**src/rtl/mipi_frame_meas_if.sv**
```systemverilog
// mipi_frame_meas_if: pixel stream in, frame measurement results out
interface mipi_frame_meas_if #(
   parameter int DATA_WIDTH = 10,
   parameter int CNT_WIDTH  = 16
);
   logic                  enable;
   logic [DATA_WIDTH-1:0] dat;
   logic                  dv;
   logic                  lv;
   logic                  fv;
   logic [CNT_WIDTH-1:0]  width;
   logic [CNT_WIDTH-1:0]  height;
   logic [7:0]            width_err;
   logic [31:0]           frame_sum;
   logic [15:0]           frame_count;
   logic                  frame_done;
   modport master (
      output enable, dat, dv, lv, fv,
      input  width, height, width_err, frame_sum, frame_count, frame_done
   );
   modport slave (
      input  enable, dat, dv, lv, fv,
      output width, height, width_err, frame_sum, frame_count, frame_done
   );
endinterface

```
**src/rtl/mipi_frame_meas.sv**
```systemverilog
// mipi_frame_meas: per-frame width/height/width-error/pixel-sum measurement,
// published as frame-stable registers with a one-cycle frame_done strobe
module mipi_frame_meas #(
   parameter int DATA_WIDTH = 10,
   parameter int CNT_WIDTH  = 16
) (
   input logic               img_clk,
   input logic               resetb,
   mipi_frame_meas_if.slave  bus
);
   localparam logic [0:0] ST_IDLE  = 1'b0;
   localparam logic [0:0] ST_FRAME = 1'b1;

   logic [0:0]           state_q, state_d;
   logic                 fv_q, lv_q;
   logic [CNT_WIDTH-1:0] pix_cnt_q, pix_cnt_d, line_cnt_q, line_cnt_d, ref_width_q, ref_width_d;
   logic [7:0]           err_cnt_q, err_cnt_d;
   logic [31:0]          sum_q, sum_d;
   logic                 first_line_q, first_line_d;
   logic [CNT_WIDTH-1:0] width_q, width_d, height_q, height_d;
   logic [7:0]           width_err_q, width_err_d;
   logic [31:0]          frame_sum_q, frame_sum_d;
   logic [15:0]          frame_count_q, frame_count_d;
   logic                 done_q, done_d;
   logic                 pix_hit, line_close, frame_close;

   assign pix_hit     = bus.dv & bus.lv & bus.fv;
   // a line also closes when fv drops underneath a still-high lv
   assign line_close  = lv_q & (~bus.lv | (fv_q & ~bus.fv));
   assign frame_close = fv_q & ~bus.fv;

   always_comb begin
      state_d       = state_q;
      pix_cnt_d     = pix_cnt_q;
      line_cnt_d    = line_cnt_q;
      ref_width_d   = ref_width_q;
      err_cnt_d     = err_cnt_q;
      sum_d         = sum_q;
      first_line_d  = first_line_q;
      width_d       = width_q;
      height_d      = height_q;
      width_err_d   = width_err_q;
      frame_sum_d   = frame_sum_q;
      frame_count_d = frame_count_q;
      done_d        = 1'b0;
      if (!bus.enable) begin
         state_d = ST_IDLE;
      end else if (state_q == ST_IDLE) begin
         if (bus.fv && !fv_q) begin
            state_d      = ST_FRAME;
            pix_cnt_d    = '0;
            line_cnt_d   = '0;
            ref_width_d  = '0;
            err_cnt_d    = '0;
            sum_d        = '0;
            first_line_d = 1'b1;
         end
      end else begin
         if (pix_hit) begin
            pix_cnt_d = (&pix_cnt_q) ? pix_cnt_q : pix_cnt_q + 1'b1;
            sum_d     = sum_q + 32'(bus.dat[DATA_WIDTH-1:0]);
         end
         if (line_close) begin
            pix_cnt_d = '0;
            if (pix_cnt_q != '0) begin
               line_cnt_d = (&line_cnt_q) ? line_cnt_q : line_cnt_q + 1'b1;
               if (first_line_q) begin
                  ref_width_d  = pix_cnt_q;
                  first_line_d = 1'b0;
               end else if (pix_cnt_q != ref_width_q) begin
                  err_cnt_d = (&err_cnt_q) ? err_cnt_q : err_cnt_q + 1'b1;
               end
            end
         end
         // publish the line-close-updated values so the last line is included
         if (frame_close) begin
            width_d       = ref_width_d;
            height_d      = line_cnt_d;
            width_err_d   = err_cnt_d;
            frame_sum_d   = sum_d;
            frame_count_d = frame_count_q + 1'b1;
            done_d        = 1'b1;
            state_d       = ST_IDLE;
         end
      end
   end

   always_ff @(posedge img_clk or negedge resetb) begin
      if (!resetb) begin
         state_q       <= ST_IDLE;
         fv_q          <= 1'b0;
         lv_q          <= 1'b0;
         pix_cnt_q     <= '0;
         line_cnt_q    <= '0;
         ref_width_q   <= '0;
         err_cnt_q     <= '0;
         sum_q         <= '0;
         first_line_q  <= 1'b0;
         width_q       <= '0;
         height_q      <= '0;
         width_err_q   <= '0;
         frame_sum_q   <= '0;
         frame_count_q <= '0;
         done_q        <= 1'b0;
      end else begin
         state_q       <= state_d;
         fv_q          <= bus.fv;
         lv_q          <= bus.lv;
         pix_cnt_q     <= pix_cnt_d;
         line_cnt_q    <= line_cnt_d;
         ref_width_q   <= ref_width_d;
         err_cnt_q     <= err_cnt_d;
         sum_q         <= sum_d;
         first_line_q  <= first_line_d;
         width_q       <= width_d;
         height_q      <= height_d;
         width_err_q   <= width_err_d;
         frame_sum_q   <= frame_sum_d;
         frame_count_q <= frame_count_d;
         done_q        <= done_d;
      end
   end

   assign bus.width       = width_q;
   assign bus.height      = height_q;
   assign bus.width_err   = width_err_q;
   assign bus.frame_sum   = frame_sum_q;
   assign bus.frame_count = frame_count_q;
   assign bus.frame_done  = done_q;
endmodule

```
**src/flat_wrapper.sv**
```systemverilog
// flat-port wrapper written by rule: the top's interface ports become plain ports
module mipi_frame_meas_flat 
#(
   parameter int DATA_WIDTH = 10,
   parameter int CNT_WIDTH  = 16
)
  (img_clk, resetb, bus_enable, bus_dat, bus_dv, bus_lv, bus_fv, bus_width, bus_height, bus_width_err, bus_frame_sum, bus_frame_count, bus_frame_done);
  mipi_frame_meas_if #(.DATA_WIDTH(DATA_WIDTH), .CNT_WIDTH(CNT_WIDTH)) bus_i ();
  input logic img_clk;
  input logic resetb;
  input wire logic [$bits(bus_i.enable)-1:0] bus_enable;
  input wire logic [$bits(bus_i.dat)-1:0] bus_dat;
  input wire logic [$bits(bus_i.dv)-1:0] bus_dv;
  input wire logic [$bits(bus_i.lv)-1:0] bus_lv;
  input wire logic [$bits(bus_i.fv)-1:0] bus_fv;
  output wire logic [$bits(bus_i.width)-1:0] bus_width;
  output wire logic [$bits(bus_i.height)-1:0] bus_height;
  output wire logic [$bits(bus_i.width_err)-1:0] bus_width_err;
  output wire logic [$bits(bus_i.frame_sum)-1:0] bus_frame_sum;
  output wire logic [$bits(bus_i.frame_count)-1:0] bus_frame_count;
  output wire logic [$bits(bus_i.frame_done)-1:0] bus_frame_done;
  assign bus_i.enable = bus_enable;
  assign bus_i.dat = bus_dat;
  assign bus_i.dv = bus_dv;
  assign bus_i.lv = bus_lv;
  assign bus_i.fv = bus_fv;
  assign bus_width = bus_i.width;
  assign bus_height = bus_i.height;
  assign bus_width_err = bus_i.width_err;
  assign bus_frame_sum = bus_i.frame_sum;
  assign bus_frame_count = bus_i.frame_count;
  assign bus_frame_done = bus_i.frame_done;
  mipi_frame_meas #(.DATA_WIDTH(DATA_WIDTH), .CNT_WIDTH(CNT_WIDTH)) u_core (.img_clk(img_clk), .resetb(resetb), .bus(bus_i));
endmodule
```
**config.mk**
```make
export PLATFORM = sky130hd
export DESIGN_NAME = mipi_frame_meas_flat
export DESIGN_NICKNAME = d
export VERILOG_FILES = /design/src/rtl/mipi_frame_meas_if.sv /design/src/rtl/mipi_frame_meas.sv /design/src/flat_wrapper.sv
export SDC_FILE = /design/constraint.sdc
export NUM_CORES = 1
export LEC_CHECK = 0
export CAP_MARGIN = 10
export CORE_ASPECT_RATIO = 1.2
export CORE_MARGIN = 2
export CORE_UTILIZATION = 40
export DETAILED_ROUTE_END_ITERATION = 8
export PLACE_DENSITY = 0.65
export SETUP_SLACK_MARGIN = 0.4
export SKIP_CTS_REPAIR_TIMING = 1
export SLEW_MARGIN = 20
export SYNTH_ARGS = -nofsm -noshare
export SYNTH_HDL_FRONTEND = slang
export SYNTH_SLANG_ARGS = --single-unit
```
**constraint.sdc**
```tcl
create_clock -name img_clk -period 6 [get_ports img_clk]
set_input_delay 1.2 -clock img_clk [delete_from_list [all_inputs] [get_ports img_clk]]
set_output_delay 1.2 -clock img_clk [all_outputs]
set_load 0.005 [all_outputs]
```
# == Word level (Yosys, flattened, before mapping) ==
# Cells that the tools add are included.
# classes
n_addsub,5
n_eq_ne,5
mux,34
bitwise_logic,7
n_reduce_logical,11
# ops
op,n
$mux W16,13
$mux W32,3
$mux W8,7
$add A16 B1 Y16 const B,3
$add A32 B10 Y32,1
$reduce_and A16 Y1,2
$ne A16 B16 Y1,1
$reduce_bool A16 Y1,1
$mux W1,11
$add A8 B1 Y8 const B,1
$reduce_and A4 Y1,2
$reduce_and A8 Y1,1
$ne A3 B3 Y1 const B,2
$and A1 B1 Y1,4
$ne A2 B2 Y1 const B,2
$reduce_and A3 Y1,1
$not A1 Y1,2
$reduce_and A2 Y1,1
$reduce_bool A2 Y1,1
$logic_and A1 B1 Y1,1
$logic_not A1 Y1,1
$or A1 B1 Y1,1
# word_totals
regBits,181
in_bits,16
output_inout_bits,89
word_cells,77

# == Longest topological paths before layout ==
# depth
word_depth,7
mapped_depth,11
mapped_depth_nobuf,8

# == Worst setup path before layout ==
# Ideal clock, no wire load.
# synth_timing
path_kind,input to register
startpoint,in bus_dat[4]
endpoint,reg u_core.sum_q[23]
setup_time_ns,0.082
arrival_ns,2.972
t_required_ns,5.918
setup_slack_ns,2.946
path_stages,8
path_buffers,1
path_cell_list,ha_1 -> a21oi_1 -> nand2_1 -> o211a_1 -> or2_2 -> clkbuf_1 -> a31o_2 -> a31oi_1
# synth_via
elab_chain_cells,3
# synth_rtl
element,line,rtl
"start, declared",flat_wrapper.sv:12,input wire logic [$bits(bus_i.dat)-1:0] bus_dat;
$add A32 B10 Y32,mipi_frame_meas.sv:61,sum_d = sum_q + 32'(bus.dat[DATA_WIDTH-1:0]);
$mux W32,mipi_frame_meas.sv:59,if (pix_hit) begin
$mux W32,mipi_frame_meas.sv:48,end else if (state_q == ST_IDLE) begin
"end signal, assigned",mipi_frame_meas.sv:113,sum_q <= sum_d;
"end, declared",mipi_frame_meas.sv:18,"logic [31:0] sum_q, sum_d;"
# No other way between the ends.
# A chain may end at the register's enable or synchronous reset.

# == Worst setup path in the final report ==
# layout_timing
startpoint,in bus_lv
endpoint,reg u_core.pix_cnt_q[14]
# layout_via
elab_chain_cells,5
elab_cells_between_ends,10
cone_classes,eq/ne: 2; mux: 2; bitwise: 5; reduce/logical: 1
# layout_rtl
element,line,rtl
"start, declared",flat_wrapper.sv:14,input wire logic [$bits(bus_i.lv)-1:0] bus_lv;
$not A1 Y1,mipi_frame_meas.sv:29,assign line_close = lv_q & (~bus.lv | (fv_q & ~bus.fv));
$or A1 B1 Y1,mipi_frame_meas.sv:29,
$and A1 B1 Y1,mipi_frame_meas.sv:29,
$ne A3 B3 Y1 (no line) / $mux W16 (equally long branches),-,
$reduce_and A4 Y1 (no line) / $mux W16 (equally long branches),-,
"end signal, assigned",mipi_frame_meas.sv:109,pix_cnt_q <= pix_cnt_d;
"end, declared",mipi_frame_meas.sv:16,"logic [CNT_WIDTH-1:0] pix_cnt_q, pix_cnt_d, line_cnt_q, line_cnt_d, ref_width_q, ref_width_d;"
# Several ways; a longest one is shown, not always the timed one.

==> qor.log <==
[synthesis] Synth Instances 961
[worst_setup_path] category of the most critical setup path in2reg
[place] GP Congestion 0.8521
[cells_and_area] most common cell after layout, fill and taps aside nand2_1
[routing] DRT iter0 DRCs 430
[grt] antenna violations before repair 0
[cts] insertion delay of the later-clocked pin in the worst-skew pair 430 ps
[timing] max_slew headroom 29.77%
[cts] number of buffers on the longest clock path 2
[routing] Post-Route WL 21410 um
[synthesis] ys flop type dfrtp_1
[timing] measured slew at the worst slew-check pin 1039 ps
[cells_and_area] Final nets 1062
[place] instance count after placement with tap cells included 1290
[timing] final slew viol count 0
[synthesis] netlist area before placement 9215 um2
[synthesis] share of the yosys chip area belonging to registers 49.15%
[routing] Final ANT Viol Nets 0
[place] Port-buffer cells 104
[grt] sum of overflow across all layers after global routing 0
[worst_setup_path] maximum single-stage delay on the critical path 890 ps
[die] chip height 170.3 um
[power_and_ir_drop] power density of the placed cells 232.6 nW/um2
[worst_setup_path] CP dominant cell by count o21ai_0
[cells_and_area] area growth from synthesis to layout 18.55%
[synthesis] fraction of synthesized cell area taken by the top area cell type 49.15%
[die] Core Area 22520 um2
[synthesis] count of yosys warnings during synthesis 0
[timing] Fin Setup TNS 0 ps
[routing] Vias 7195
[power_and_ir_drop] LEAKAGE 4.613 nW
[grt] vias in the first global route 6902
[worst_setup_path] Critical Path Fanout Max 16
[synthesis] top cells by area in the synthesized netlist dfrtp_1 (49%), nand2_1 (7.5%), xnor2_1 (4.6%)
[min_path] kind of path behind the tightest hold check reg2reg
[die] num rows 60
[synthesis] synthesized netlist net count 993
[routing] ratio of routed vias to standard cells 5.443
[synthesis] post-synthesis async set-or-reset flop share 100.0%
[synthesis] EDFF count, synth 0
[cts] total CTS buffers 17
[routing] DRC 0
[synthesis] library cell occupying the most area in the post-synthesis netlist dfrtp_1
[worst_setup_path] Critical-path top delay cell nor4b_1
[timing] Post-Route Skew 13.46 ps
[synthesis] average cell area after synthesis 9.589 um2
[worst_setup_path] endpoint kind of the worst setup timing path flip-flop
[grt] total global routing track utilization 18.64%
[synthesis] number of storage elements in the synthesis netlist 181
[synthesis] post-synth cell types 69
[cells_and_area] diode count 0
[worst_setup_path] kind of launch point of the worst setup path primary input
[timing] final period demand of the worst path 3611 ps
[cells_and_area] ratio of cells with drive above 1 in the final layout 7.287%
[cts] Root Buffer Master clkbuf_16
[cts] Sinks on Clock Net 181
[timing] crit share post-route 60.18%
[worst_setup_path] list of cells traversed by the critical path clkdlybuf4s50_1 -> and3_1 -> nand3_2 -> nor4b_1 -> a21oi_1 -> o21ai_0 -> o21ai_0
[grt] first-pass GRT wire length 36290 um
[cells_and_area] filler-free cell count of the finished design 1322
[timing] final count of negative-setup-slack endpoints 0
[die] die area 24270 um2
[timing] unrepaired setup endpoints after global routing no
[cts] H-tree lvl count 4
[cts] clock slew at the register clock pins of the worst setup and hold paths 70 ps
[die] Horiz. Die Dim 142.6 um
[power_and_ir_drop] peak ir drop on the vdd network 0.1930 mV
[run] total of max-cap violations 0
[die] number of ports placed on the die boundary 105
[outcome] outcome complete, no violations
[grt] largest net degree at the start of global routing 105
[timing] final hold violation count 0
[cts] CTS tree yes
[routing] routed len/inst 16.19 um
[worst_setup_path] Worst Path Required 6300 ps
[place] Final HPWL DP 14380 um
[timing] Achievable Freq 276.9 MHz
[worst_setup_path] Arrival @ worst endpoint 3910 ps
[cells_and_area] commonest cells after routing, fill and taps aside nand2_1 (184), dfrtp_1 (181), clkdlybuf4s50_1 (103), o21ai_0 (76), xnor2_1 (48)
[die] initial core utilization 40.92%
[routing] number of search-and-repair iterations in the first detailed-routing pass 5
[cells in the mapped netlist, types with 6 or more instances]
cell	instances
xnor2_1	48
inv_1	15
buf_4	7
mux2i_1	21
and4_1	6
a22o_1	28
and3_1	11
dfrtp_1	181
o21ai_0	77
and2_1	8
clkbuf_1	35
nand2_1	185
nor4_2	6
nor3_1	17
nor3_2	7
xor2_1	18
nor4_1	7
buf_6	7
a41oi_1	6
buf_2	14
o31ai_1	6
a21oi_1	25
a21o_1	8
nand3_1	31
ha_1	15
o211ai_1	7
a31oi_1	24
nor2_1	44
o21ai_1	11
nand4_1	21
[kinds of logic (layout without fill, tap and decap cells)]
kind of cell,after synthesis,after routing,share of synthesized area [%]
fa+ha+maj,16,16,2.254
xor+xnor,66,66,6.273
compound gates,220,220,15.33
mux,22,22,2.403
flops,181,181,49.15
buf+inv,79,161,4.263
simple gates,377,377,20.33
[sequential cells by signal (all words and copies together), names as in the netlist, 8 cells and up]
signal,flops
u_core.err_cnt_q,8
u_core.bus.frame_sum,32
u_core.bus.width_err,8
u_core.sum_q,32
u_core.bus.width,16
u_core.line_cnt_q,16
u_core.ref_width_q,16
u_core.pix_cnt_q,16
u_core.bus.frame_count,16
u_core.bus.height,16
[worst paths after layout]
check                                          from                        to  slack (ps)  cells after the start
max                                          bus_lv      u_core.pix_cnt_q[14]        2390                      7
min                        u_core.bus.frame_sum[25]  u_core.bus.frame_sum[25]         470                      2
max reg2reg                     u_core.pix_cnt_q[0]     u_core.ref_width_q[9]        3250                      8
min reg2reg                u_core.bus.frame_sum[25]  u_core.bus.frame_sum[25]         470                      2
max in group asynchronous                    resetb      u_core.line_cnt_q[3]        4030                      2
min in group asynchronous                    resetb      u_core.bus.width[12]         810                      1
[per-layer routing]
metal / wire [um] / part of all wire, % / vias up / GRT usage [%]
li1: - / - / 3543 / -
met1: 9720 / 45 / 3522 / 25.10
met2: 10780 / 50 / 117 / 31.56
met3: 694 / 3.2 / 13 / 3.067
met4: 214 / 1.0 / 0 / 4.348
met5: 0 / 0 / - / 0
[power by group]
group | switching [mW] | total [mW] | leakage [nW] | internal (mW)
clock network | 0.527 | 1.07 | 0.265 | 0.547
registers | 0.0265 | 1.27 | 2.50 | 1.25
logic | 0.108 | 0.192 | 1.85 | 0.0845
[through the flow]
stage	hold slack [ps]	instance area [um2]	util, %	setup slack, ps	total power, mW
3_5_place_dp	458.7	10360	46.01	2015	1.492
4_1_cts	475.7	10920	48.51	2426	2.571
2_1_floorplan	446.6	9215	-	2946	1.377
3_3_place_gp	450.4	10360	46.01	2074	1.491
5_1_grt	485.7	10920	48.51	2177	2.645
6_report	469.7	10920	48.51	2389	2.541
[critical path: cells and delay by family]
| family | cells | cell delay [ps] |
|---|---|---|
| AND/OR/NAND/NOR | 3 | 1700 |
| AO/OA/AOI/OAI | 3 | 480 |
| buffers and inverters | 1 | 530 |
[area by class of cell]
class | instances | area (um2)
inverter | 15 | 56.30
tap | 279 | 349.1
clock buffer | 17 | 425.4
fill | 2163 | 11600
timing repair buffer | 114 | 1117
clock inverter | 15 | 137.6
sequential | 181 | 4529
multi-input combinational | 701 | 4309
No activity file was read; power rests on OpenSTA's default activity.
